`config.mk`:
```
export PLATFORM = sky130hd
export DESIGN_NAME = instruction_fetch_unit
export DESIGN_NICKNAME = d
export VERILOG_FILES = /design/src/rtl/riscv_pkg.sv /design/src/rtl/next_pc_unit.sv /design/src/rtl/instruction_fetch_unit.sv
export SDC_FILE = /design/constraint.sdc
export NUM_CORES = 1
export LEC_CHECK = 0
export BUFFER_PORTS_ARGS = -buffer_cell sky130_fd_sc_hd__buf_4
export CAP_MARGIN = 20
export CORE_ASPECT_RATIO = 0.8
export CORE_UTILIZATION = 45
export CTS_CLUSTER_DIAMETER = 30
export CTS_CLUSTER_SIZE = 8
export DETAILED_ROUTE_END_ITERATION = 12
export PLACE_DENSITY = 0.77
export SLEW_MARGIN = 20
export SYNTH_ARGS = -nofsm -noshare
export SYNTH_HDL_FRONTEND = slang
export SYNTH_HIERARCHICAL = 1
export SYNTH_SLANG_ARGS = --single-unit
```
`constraint.sdc`:
```
create_clock -name clock -period 4.28 [get_ports clock]
set_input_delay 0.428 -clock clock [delete_from_list [all_inputs] [get_ports clock]]
set_output_delay 0.428 -clock clock [all_outputs]
set_load 0.05 [all_outputs]
```
`src/rtl/riscv_pkg.sv`:
```
// Shared definitions for the fetch path: opcode constants, the halt word and
// the fetch FSM state encoding.
package riscv_pkg;

  localparam logic [6:0] OP_RTYPE  = 7'b0110011;
  localparam logic [6:0] OP_LOAD   = 7'b0000011;
  localparam logic [6:0] OP_STORE  = 7'b0100011;
  localparam logic [6:0] OP_BRANCH = 7'b1100011;

  localparam logic [63:0] HALT_INSTR = '0;

  typedef enum logic [1:0] {
    FETCH = 2'd0,
    ISSUE = 2'd1,
    HALT  = 2'd2
  } fetch_state_t;

endpackage

```
`src/rtl/next_pc_unit.sv`:
```
// Combinational next-PC selection: sequential pc+4 or PC-relative branch
// target, plus the alignment check on a taken target.
module next_pc_unit #(
  parameter int ADDR_WIDTH = 32
) (
  input  logic [ADDR_WIDTH-1:0] pc,
  input  logic                  branch,
  input  logic                  zero,
  input  logic [ADDR_WIDTH-1:0] branch_imm,
  output logic [ADDR_WIDTH-1:0] next_pc,
  output logic                  misaligned
);

  logic                  taken;
  logic [ADDR_WIDTH-1:0] target;
  logic [ADDR_WIDTH-1:0] seq_pc;

  // Immediate is in half-words; both sums wrap silently at ADDR_WIDTH.
  assign taken      = branch & zero;
  assign target     = pc + {branch_imm[ADDR_WIDTH-2:0], 1'b0};
  assign seq_pc     = pc + ADDR_WIDTH'(4);
  assign next_pc    = taken ? target : seq_pc;
  assign misaligned = taken & target[1];

endmodule

```
`src/rtl/instruction_fetch_unit.sv`:
```
// Fetch FSM: requests words from instruction memory, issues them to the
// controller/datapath, and steps the PC from the resolved branch outcome.
module instruction_fetch_unit
  import riscv_pkg::*;
#(
  parameter int               ADDR_WIDTH  = 32,
  parameter int               INSTR_WIDTH = 32,
  parameter logic [ADDR_WIDTH-1:0] RESET_PC = '0,
  parameter int               COUNT_WIDTH = 16
) (
  input  logic                   clock,
  input  logic                   reset,
  output logic                   imem_req,
  output logic [ADDR_WIDTH-1:0]  imem_addr,
  input  logic                   imem_ack,
  input  logic [INSTR_WIDTH-1:0] imem_rdata,
  output logic                   instr_valid,
  input  logic                   instr_ready,
  output logic [INSTR_WIDTH-1:0] instr,
  output logic [6:0]             opcode,
  output logic [ADDR_WIDTH-1:0]  pc,
  input  logic                   branch,
  input  logic                   zero,
  input  logic [ADDR_WIDTH-1:0]  branch_imm,
  output logic                   halted,
  output logic                   misaligned_fault,
  output logic [COUNT_WIDTH-1:0] retired_count
);

  // Handshakes: imem_req stays high in FETCH until a cycle with imem_ack=1,
  // which transfers imem_rdata (same-cycle ack allowed). instr_valid is high
  // throughout ISSUE; the cycle with instr_ready=1 transfers the instruction
  // and samples branch/zero/branch_imm. Each side ignores its input outside
  // the state that waits for it.
  fetch_state_t state;

  logic [ADDR_WIDTH-1:0] next_pc;
  logic                  misaligned;

  next_pc_unit #(
    .ADDR_WIDTH(ADDR_WIDTH)
  ) u_next_pc (
    .pc        (pc),
    .branch    (branch),
    .zero      (zero),
    .branch_imm(branch_imm),
    .next_pc   (next_pc),
    .misaligned(misaligned)
  );

  // Request is suppressed in the reset cycle even if state is still FETCH.
  assign imem_req    = (state == FETCH) && !reset;
  assign imem_addr   = pc;
  assign instr_valid = (state == ISSUE);
  assign halted      = (state == HALT);
  assign opcode      = instr[6:0];

  always_ff @(posedge clock) begin
    if (reset) begin
      state            <= FETCH;
      pc               <= RESET_PC;
      instr            <= '0;
      misaligned_fault <= 1'b0;
      retired_count    <= '0;
    end else begin
      unique case (state)
        FETCH: begin
          if (imem_ack) begin
            if (imem_rdata == HALT_INSTR[INSTR_WIDTH-1:0]) begin
              state <= HALT;
            end else begin
              instr <= imem_rdata;
              state <= ISSUE;
            end
          end
        end
        ISSUE: begin
          if (instr_ready) begin
            retired_count <= retired_count + COUNT_WIDTH'(1);
            if (misaligned) begin
              misaligned_fault <= 1'b1;
              state            <= HALT;
            end else begin
              pc    <= next_pc;
              state <= FETCH;
            end
          end
        end
        HALT: begin
          state <= HALT;
        end
        default: begin
          state <= HALT;
        end
      endcase
    end
  end

endmodule

```
==> PnR_summary.wiki, run 1 <==
{| class="wikitable"
! Metric !! Value
|-
| Outcome || finished clean
|-
| Worst slack after detailed placement || 1.36 ns
|-
| Number of global-route vias before repair || 5488
|-
| Routed length on met1 || 8660 um
|-
| DRT iter0 DRCs || 627
|-
| Count of final max-slew check failures || 0
|-
| HPWL after DPL || 13000 um
|-
| Placer's final routability congestion estimate || 0.943
|-
| Area of the core region || 13800 sq um
|-
| Post-Synthesis Cells || 849
|-
| Critical path startpoint category || register
|-
| Clock-pin slew on the worst setup and hold paths || 0.08 ns
|-
| Final worst-path cycle share || 70.0%
|-
| Fmax || 0.334 GHz
|-
| Fraction of final layout cells sized beyond drive strength 1 || 23.6%
|-
| Final critical path time including I/O delays and setup || 3.00 ns
|-
| Total grt overflow || 0
|-
| Root buffer cell || clkbuf_16
|-
| Register area share after synthesis || 25.7%
|-
| Slew @ Worst Pin || 1.01 ns
|-
| Number of levels the H-tree was split into || 3
|-
| Layout overhead on the synthesized area || 23.2%
|-
| Antenna-violating nets left || 0
|-
| Antenna violations before repair || 0
|-
| Final clock skew || 0.0104 ns
|-
| Number of synthesized register bits || 83
|-
| Distinct cell type count of the synthesized netlist || 66
|-
| Met2 Routed Length || 7710 um
|-
| Final number of hold-violating endpoints || 0
|-
| Post-CTS Setup Repair Bufs || 0
|-
| Clk Latency, worst-skew pair || 0.34 ns
|-
| Count of unresolved DRC violations after routing || 0
|-
| Final setup violation count || 0
|-
| Leading cell type in the layout, fill and taps excluded || buf_4
|-
| Post-layout nets || 1076
|-
| Path type of the worst setup path || reg2reg
|-
| Net Count, Synth || 952
|-
| Most used flip-flop cell after synthesis || dfxtp_1
|-
| Highest layer used for signal routing || met4
|-
| Total Power Consumption || 2.13 mW
|-
| I/O Buffers || 191
|-
| Required @ worst endpoint || 4.46 ns
|-
| Routed vias/inst || 5.44
|-
| Horiz. Die Dim || 136 um
|-
| Largest driver fanout on the critical path || 10
|-
| Unrepaired setup endpoints after global routing || false
|-
| Max Buffers Root-to-Sink || 2
|-
| DR vias || 6303
|-
| Met3 Wirelength || 1080 um
|-
| Hold buffers post-CTS || 0
|-
| Routed length per instance || 15.2 um
|-
| Diode count || 0
|-
| Number of iterations in the first detailed-routing pass || 5
|-
| Post-layout utilization of the core || 57.7%
|-
| Power density over the cells || 267 nW/um^2
|-
| Proportion of register bits with asynchronous set or reset after synthesis || 0%
|-
| Hold crit path type || in2reg
|-
| Initial Utilization || 46.8%
|-
| All-layer global routing usage || 23.4%
|-
| Io pins || 193
|-
| Sum Neg Setup Slack || 0 ns
|-
| Max-slew headroom at the worst pin || 32.8%
|-
| # fillers || 1322
|-
| Die Outline Area || 14800 sq um
|-
| Max Cap Violations || 0
|-
| Total clock buffers created by CTS || 9
|-
| Leakage power of the design || 3.55 nW
|-
| Post-Synthesis Mean Instance Area || 7.61 sq um
|-
| IR drop worst, VDD || 0.201 mV
|-
| Global-route wire length before repair || 27800 um
|-
| Number of synthesized flops with an enable pin || 0
|-
| Final instance area || 7960 sq um
|-
| Cell area after placement || 7660 sq um
|-
| Final worst setup slack || 1.28 ns
|-
| Commonest cells after routing, fill and taps aside || 196 x buf_4, 130 x nand2_1, 83 x dfxtp_1, 78 x a21oi_1, 71 x nand2b_1
|-
| Final WL || 17600 um
|-
| Die Y-Extent || 109 um
|-
| Site Rows || 38
|-
| CTS Sinks || 83
|-
| Kind of end point of the critical path || register
|-
| Clock tree from TritonCTS || built
|-
| Summed instance area of the synthesized netlist || 6460 sq um
|-
| Worst EP arrival || 3.18 ns
|-
| Count of warnings emitted by yosys || 6
|-
| Largest net degree at the start of global routing || 118
|-
| Post-cts sizing count || 0
|}
stage by stage:
step / cells / hold WS (ns)
floorplan: 849 / 0.579
detailed placement: 1142 / 0.466
CTS: 1158 / 0.346
global placement: 1142 / 0.462
global route: 1158 / 0.344
finish: 1158 / 0.352
metal layers:
layer / up-vias / GRT usage, %
li1: 3165 / -
met1: 2902 / 33.8
met2: 221 / 35.6
met3: 15 / 4.70
met4: 0 / 4.60
met5: - / 0
critical path, cell delays in order, from the launching register on:
cell and delay [ns]:
dfxtp_1 0.54, inv_1 0.11, fa_1 0.47, nand2b_1 0.18
a21oi_1 0.24, o21ai_2 0.15, a211oi_2 0.28, a21boi_1 0.17
a2111oi_0 0.47, nor4_1 0.09, nand2_1 0.07, a21oi_1 0.06
state kept, by name, indices dropped and copies added (netlist names):
signal,cells
imem_addr,32
instr,32
misaligned_fault,1
retired_count,16
state,2
final timing paths:
check | cells past startpoint | end | slack, ns | start
worst min register to register | 2 | instr[10] | 0.48 | instr[10]
worst max register to register | 11 | imem_addr[29] | 1.28 | imem_addr[2]
worst max-delay path | 11 | imem_addr[29] | 1.28 | imem_addr[2]
worst min-delay path | 3 | instr[25] | 0.35 | imem_rdata[25]
area by class of cell:
cell class,count,area [sq um],area share [%]
clock buffers,9,225,2.83
clock inverters,7,68.8,0.865
inverters,14,52.6,0.660
multi-input cells,669,4250,53.5
flip-flops and latches,83,1660,20.9
well taps,180,225,2.83
repair buffers,196,1470,18.5
power breakdown:
part	internal (mW)	leakage [nW]	switching, mW
Clock	0.409	0.138	0.372
Combinational	0.190	2.74	0.325
Sequential	0.802	0.675	0.0289
kinds of logic after synthesis:
logic type	share of synthesized area (%)
adders and majority gates	6.51
buffers and inverters	8.58
muxes	5.27
DFF	25.7
AOI/OAI and AO/OA	17.6
xor gates and xnor gates	8.27
and+or+nand+nor	28.0
synthesized netlist by cell type (all sizes together) (3+ instances only):
master    n  area share [%]
a211oi    8             1.2
a21o     16             1.9
a21oi    81             6.5
a31oi     5            0.48
and2      5            0.48
and3     14             1.4
and4      5            0.72
buf      51             5.6
clkbuf   32             2.2
dfxtp    83              26
ha       32             6.2
inv      14            0.81
mux2i    34             5.3
nand2   130             7.6
nand2b   71             6.9
nand3    21             1.6
nand4    14             1.7
nor2     55             3.2
nor2b     5            0.48
nor3     10            0.77
nor4     16             1.5
o211ai    6            0.85
o21a      9             1.0
o21ai    36             2.8
or3       3            0.29
xnor2    34             4.6
xor2     27             3.7
Note: power is estimated with default switching activity, not from simulation.
==> inputs of run 2 (changes only) <==
--- a/config.mk
+++ b/config.mk
@@ -5,6 +5,7 @@
 export SDC_FILE = /design/constraint.sdc
 export NUM_CORES = 1
 export LEC_CHECK = 0
+export ABC_AREA = 1
 export BUFFER_PORTS_ARGS = -buffer_cell sky130_fd_sc_hd__buf_4
 export CAP_MARGIN = 20
 export CORE_ASPECT_RATIO = 0.8
@@ -12,7 +13,7 @@
 export CTS_CLUSTER_DIAMETER = 30
 export CTS_CLUSTER_SIZE = 8
 export DETAILED_ROUTE_END_ITERATION = 12
-export PLACE_DENSITY = 0.77
+export PLACE_DENSITY = 0.78
 export SLEW_MARGIN = 20
 export SYNTH_ARGS = -nofsm -noshare
 export SYNTH_HDL_FRONTEND = slang
==> constraint.sdc (replaced) <==
create_clock -name clock -period 2.49 [get_ports clock]
set_input_delay 0.249 -clock clock [delete_from_list [all_inputs] [get_ports clock]]
set_output_delay 0.249 -clock clock [all_outputs]
set_load 0.05 [all_outputs]
==> PnR_summary.wiki, run 2 <==
{| class="wikitable"
! Metric !! Value
|-
| Routed length per instance || 13.8 um (-9.2%)
|-
| Number of synthesized flops with an enable pin || 0 (unchanged)
|-
| Slew @ Worst Pin || 0.695 ns (-0.313 ns)
|-
| Final critical path time including I/O delays and setup || 2.29 ns (-0.709 ns)
|-
| Fmax || 0.437 GHz (+31%)
|-
| Filler-free cell count of the finished design || 1680 (+45%)
|-
| Layout overhead on the synthesized area || 25.0%
|-
| Slowest CP cell || dfxtp_2
|-
| Register area share after synthesis || 22.5% (-3.2 points)
|-
| Clock-pin slew on the worst setup and hold paths || 0.07 ns (about the same)
|-
| Hold Path Depth || 2 (-1)
|-
| Die Outline Area || 16900 sq um (+14%)
|-
| Post-layout nets || 1563 (+45%)
|-
| Start point of the worst hold path || reset
|-
| Endpoint of the worst-slack reg-to-reg timing path || imem_addr[29]
|-
| Psw || 1.84 mW (+150%)
|-
| Worst path cell trace || ha_2 -> inv_1 -> fa_1 -> inv_1 -> nand3_1 -> nand3_2 -> nand3_1 -> nand3_1 -> nand2_1 -> nand2_1 -> nand2_1 -> nand3_1 -> nand2_1 -> nor2_1 -> nor2_1
|-
| Final setup violation count || 0 (unchanged)
|-
| CTS Sinks || 83 (unchanged)
|-
| Unrepaired setup endpoints after global routing || false
|-
| Combinational group share of total power || 35.4% (+11 points)
|-
| Diode count || 0 (unchanged)
|-
| Count of unresolved DRC violations after routing || 0 (unchanged)
|-
| Commonest cells after routing, fill and taps aside || 378 x nand2_1, 246 x inv_1, 222 x buf_4, 181 x nor2_1, 81 x dfxtp_1
|-
| Power density over the cells || 507 nW/um^2 (+90%)
|-
| Critical path startpoint category || register
|-
| Depth of the worst register-to-register path || 15 (+4)
|-
| Summed instance area of the synthesized netlist || 7390 sq um (+14%)
|-
| HPWL after DPL || 17500 um (+34%)
|-
| Site Rows || 41 (+7.9%)
|-
| Worst slack after detailed placement || 0.197 ns (-1.16 ns)
|-
| Global-route wire length before repair || 36000 um (+30%)
|-
| Path type of the worst setup path || reg2reg
|-
| Hold crit path type || in2reg
|-
| Post-CTS Setup Repair Bufs || 0 (unchanged)
|-
| I/O Buffers || 191 (unchanged)
|-
| Root buffer cell || clkbuf_16
|-
| DR vias || 8360 (+33%)
|-
| Max-slew headroom at the worst pin || 53.6% (+21 points)
|-
| Largest driver fanout on the critical path || 5 (-5)
|-
| Clk Latency, worst-skew pair || 0.36 ns (+0.02 ns)
|-
| Number of iterations in the first detailed-routing pass || 5 (unchanged)
|-
| Distinct cell type count of the synthesized netlist || 38 (-42%)
|-
| Antenna violations before repair || 0 (unchanged)
|-
| Area share of the largest cell type after synthesis || 22.5% (-3.2 points)
|-
| Count of final max-slew check failures || 0 (unchanged)
|-
| Count of warnings emitted by yosys || 6 (unchanged)
|-
| Top cells by area, synth || dfxtp_1 22%, nand2_1 19%, inv_1 13%
|-
| Final number of hold-violating endpoints || 0 (unchanged)
|-
| Total Power Consumption || 4.68 mW (+120%)
|-
| Post-Synthesis Cells || 1300 (+53%)
|-
| Antenna-violating nets left || 0 (unchanged)
|-
| Final worst-path cycle share || 91.8% (+22 points)
|-
| Sum Neg Setup Slack || 0 ns (unchanged)
|-
| Total grt overflow || 0 (unchanged)
|-
| Proportion of register bits with asynchronous set or reset after synthesis || 0% (unchanged)
|-
| Net switching fraction of the power || 39.3% (+5.2 points)
|-
| # fillers || 1582 (+20%)
|-
| Net Count, Synth || 1403 (+47%)
|-
| Library cell with the highest instance count after synthesis || nand2_1
|-
| Kind of end point of the critical path || register
|-
| Final WL || 23200 um (+32%)
|-
| Routed vias/inst || 4.98 (-8.6%)
|-
| Leakage power of the design || 5.34 nW (+50%)
|-
| Io pins || 193 (unchanged)
|-
| Total clock buffers created by CTS || 9 (unchanged)
|-
| Die Y-Extent || 117 um (+6.8%)
|-
| Reg-to-Reg Start || imem_addr[1]
|-
| Most used standard cells in the synthesized netlist || 378 x nand2_1, 247 x inv_1, 181 x nor2_1, 83 x dfxtp_1, 64 x o21ai_0
|-
| Clock tree from TritonCTS || built
|-
| Required @ worst endpoint || 2.73 ns (-1.73 ns)
|-
| Number of levels the H-tree was split into || 3 (unchanged)
|-
| Initial Utilization || 46.5% (-0.39 points)
|-
| Leading cell type in the layout, fill and taps excluded || nand2_1
|-
| Fraction of final layout cells sized beyond drive strength 1 || 18.5% (-5.1 points)
|-
| Outcome || finished clean
|-
| DRT iter0 DRCs || 826 (+32%)
|-
| Post-Synthesis Mean Instance Area || 5.68 sq um (-25%)
|-
| Most used flip-flop cell after synthesis || dfxtp_1
|-
| Number of global-route vias before repair || 7157 (+30%)
|-
| Placer's final routability congestion estimate || 0.970 (+2.9%)
|-
| Worst EP arrival || 2.52 ns (-0.66 ns)
|-
| Placed cell count || 1664 (+46%)
|-
| Cell taking the most area after synthesis || dfxtp_1
|-
| All-layer global routing usage || 26.7% (+3.3 points)
|-
| Max Cap Violations || 0 (unchanged)
|-
| Max Buffers Root-to-Sink || 2 (unchanged)
|-
| IR drop worst, VDD || 0.321 mV (+60%)
|-
| Final clock skew || 0.0153 ns (+0.00489 ns)
|-
| Proportion of power drawn by flip-flops and latches || 31.7% (-7.4 points)
|-
| Delay of the slowest cell on the worst path || 0.36 ns (-0.18 ns)
|-
| Largest net degree at the start of global routing || 41 (-65%)
|-
| Final worst setup slack || 0.203 ns (-1.08 ns)
|-
| Area of the core region || 15900 sq um (+15%)
|-
| Destination of the worst hold path || retired_count[11]
|-
| Number of synthesized register bits || 83 (unchanged)
|-
| Cell internal pwr || 2.84 mW (+100%)
|-
| Horiz. Die Dim || 145 um (+6.8%)
|-
| Clock network fraction of design power || 32.9% (-3.8 points)
|-
| Worst-case register-to-register setup slack || 0.20 ns (-1.08 ns)
|}
-- run 2: layout make-up --
cell class	count	area, sq um	area share (%)
clock buffer	9	225	2.44
clock inverter	7	106	1.15
inverter	249	935	10.1
multi-input combinational	894	4350	47.1
sequential	83	1660	18.0
tap	215	269	2.91
timing repair buffer	223	1690	18.3
-- run 2: what timing repair did --
action,CTS,global route
endpoints found under the setup margin,0,6
gates resized for setup,0,4
hold buffers,0,0
endpoints found under the hold margin,0,0
-- run 2: kinds of logic (layout without fill, tap and decap cells) --
kind of cell	count (synthesis)	in the layout	synth area share [%]
compound gates	124	124	8.76
xor+xnor	22	22	2.61
simple gates	715	715	41.7
flops	83	83	22.5
fa+ha+maj	33	33	5.69
buf+inv	323	488	18.8
-- run 2: worst max-delay path by stage --
stage                 start       endpoint  slack [ns]  cells after the start
3_5_place_dp   imem_addr[1]  imem_addr[29]        0.20                     15
5_1_grt        imem_addr[1]  imem_addr[17]        0.02                     15
4_1_cts        imem_addr[1]  imem_addr[29]        0.14                     15
2_1_floorplan  imem_addr[1]  imem_addr[17]        0.15                     15
6_report       imem_addr[1]  imem_addr[29]        0.20                     15
3_3_place_gp   imem_addr[1]  imem_addr[29]        0.27                     15
-- run 2: power groups by stage --
stage / Combinational [mW] / Sequential, mW / Clock (mW)
5_1_grt: 1.79 / 1.49 / 1.62
6_report: 1.66 / 1.48 / 1.54
3_3_place_gp: 1.62 / 1.51 / 0
2_1_floorplan: 0.864 / 1.81 / 0
4_1_cts: 1.64 / 1.48 / 1.56
3_5_place_dp: 1.63 / 1.51 / 0
-- run 2: metal layers --
metal | vias up | wire length (um) | track usage (%)
met5 | - | 0 | 0
met4 | 0 | 279 | 6.53
met3 | 25 | 2400 | 5.86
met2 | 414 | 10100 | 42.0
met1 | 3647 | 10400 | 37.0
li1 | 4274 | - | -
-- run 2: stage by stage --
step / hold WS (ns) / util, % / area (sq um)
after floorplan: 0.465 / - / 7390
after global placement: 0.451 / 55.9 / 8890
after detailed placement: 0.460 / 55.9 / 8890
after CTS: 0.140 / 58.0 / 9220
after global routing: 0.168 / 58.0 / 9230
final: 0.158 / 58.0 / 9230
-- run 2: critical path, delay by kind of cell (launching register included) --
kind,cells,cell delay (ns)
adder cells (fa/ha/maj),2,0.58
buffers and inverters,2,0.22
flip-flops,1,0.36
AND/OR/NAND/NOR,11,1.02
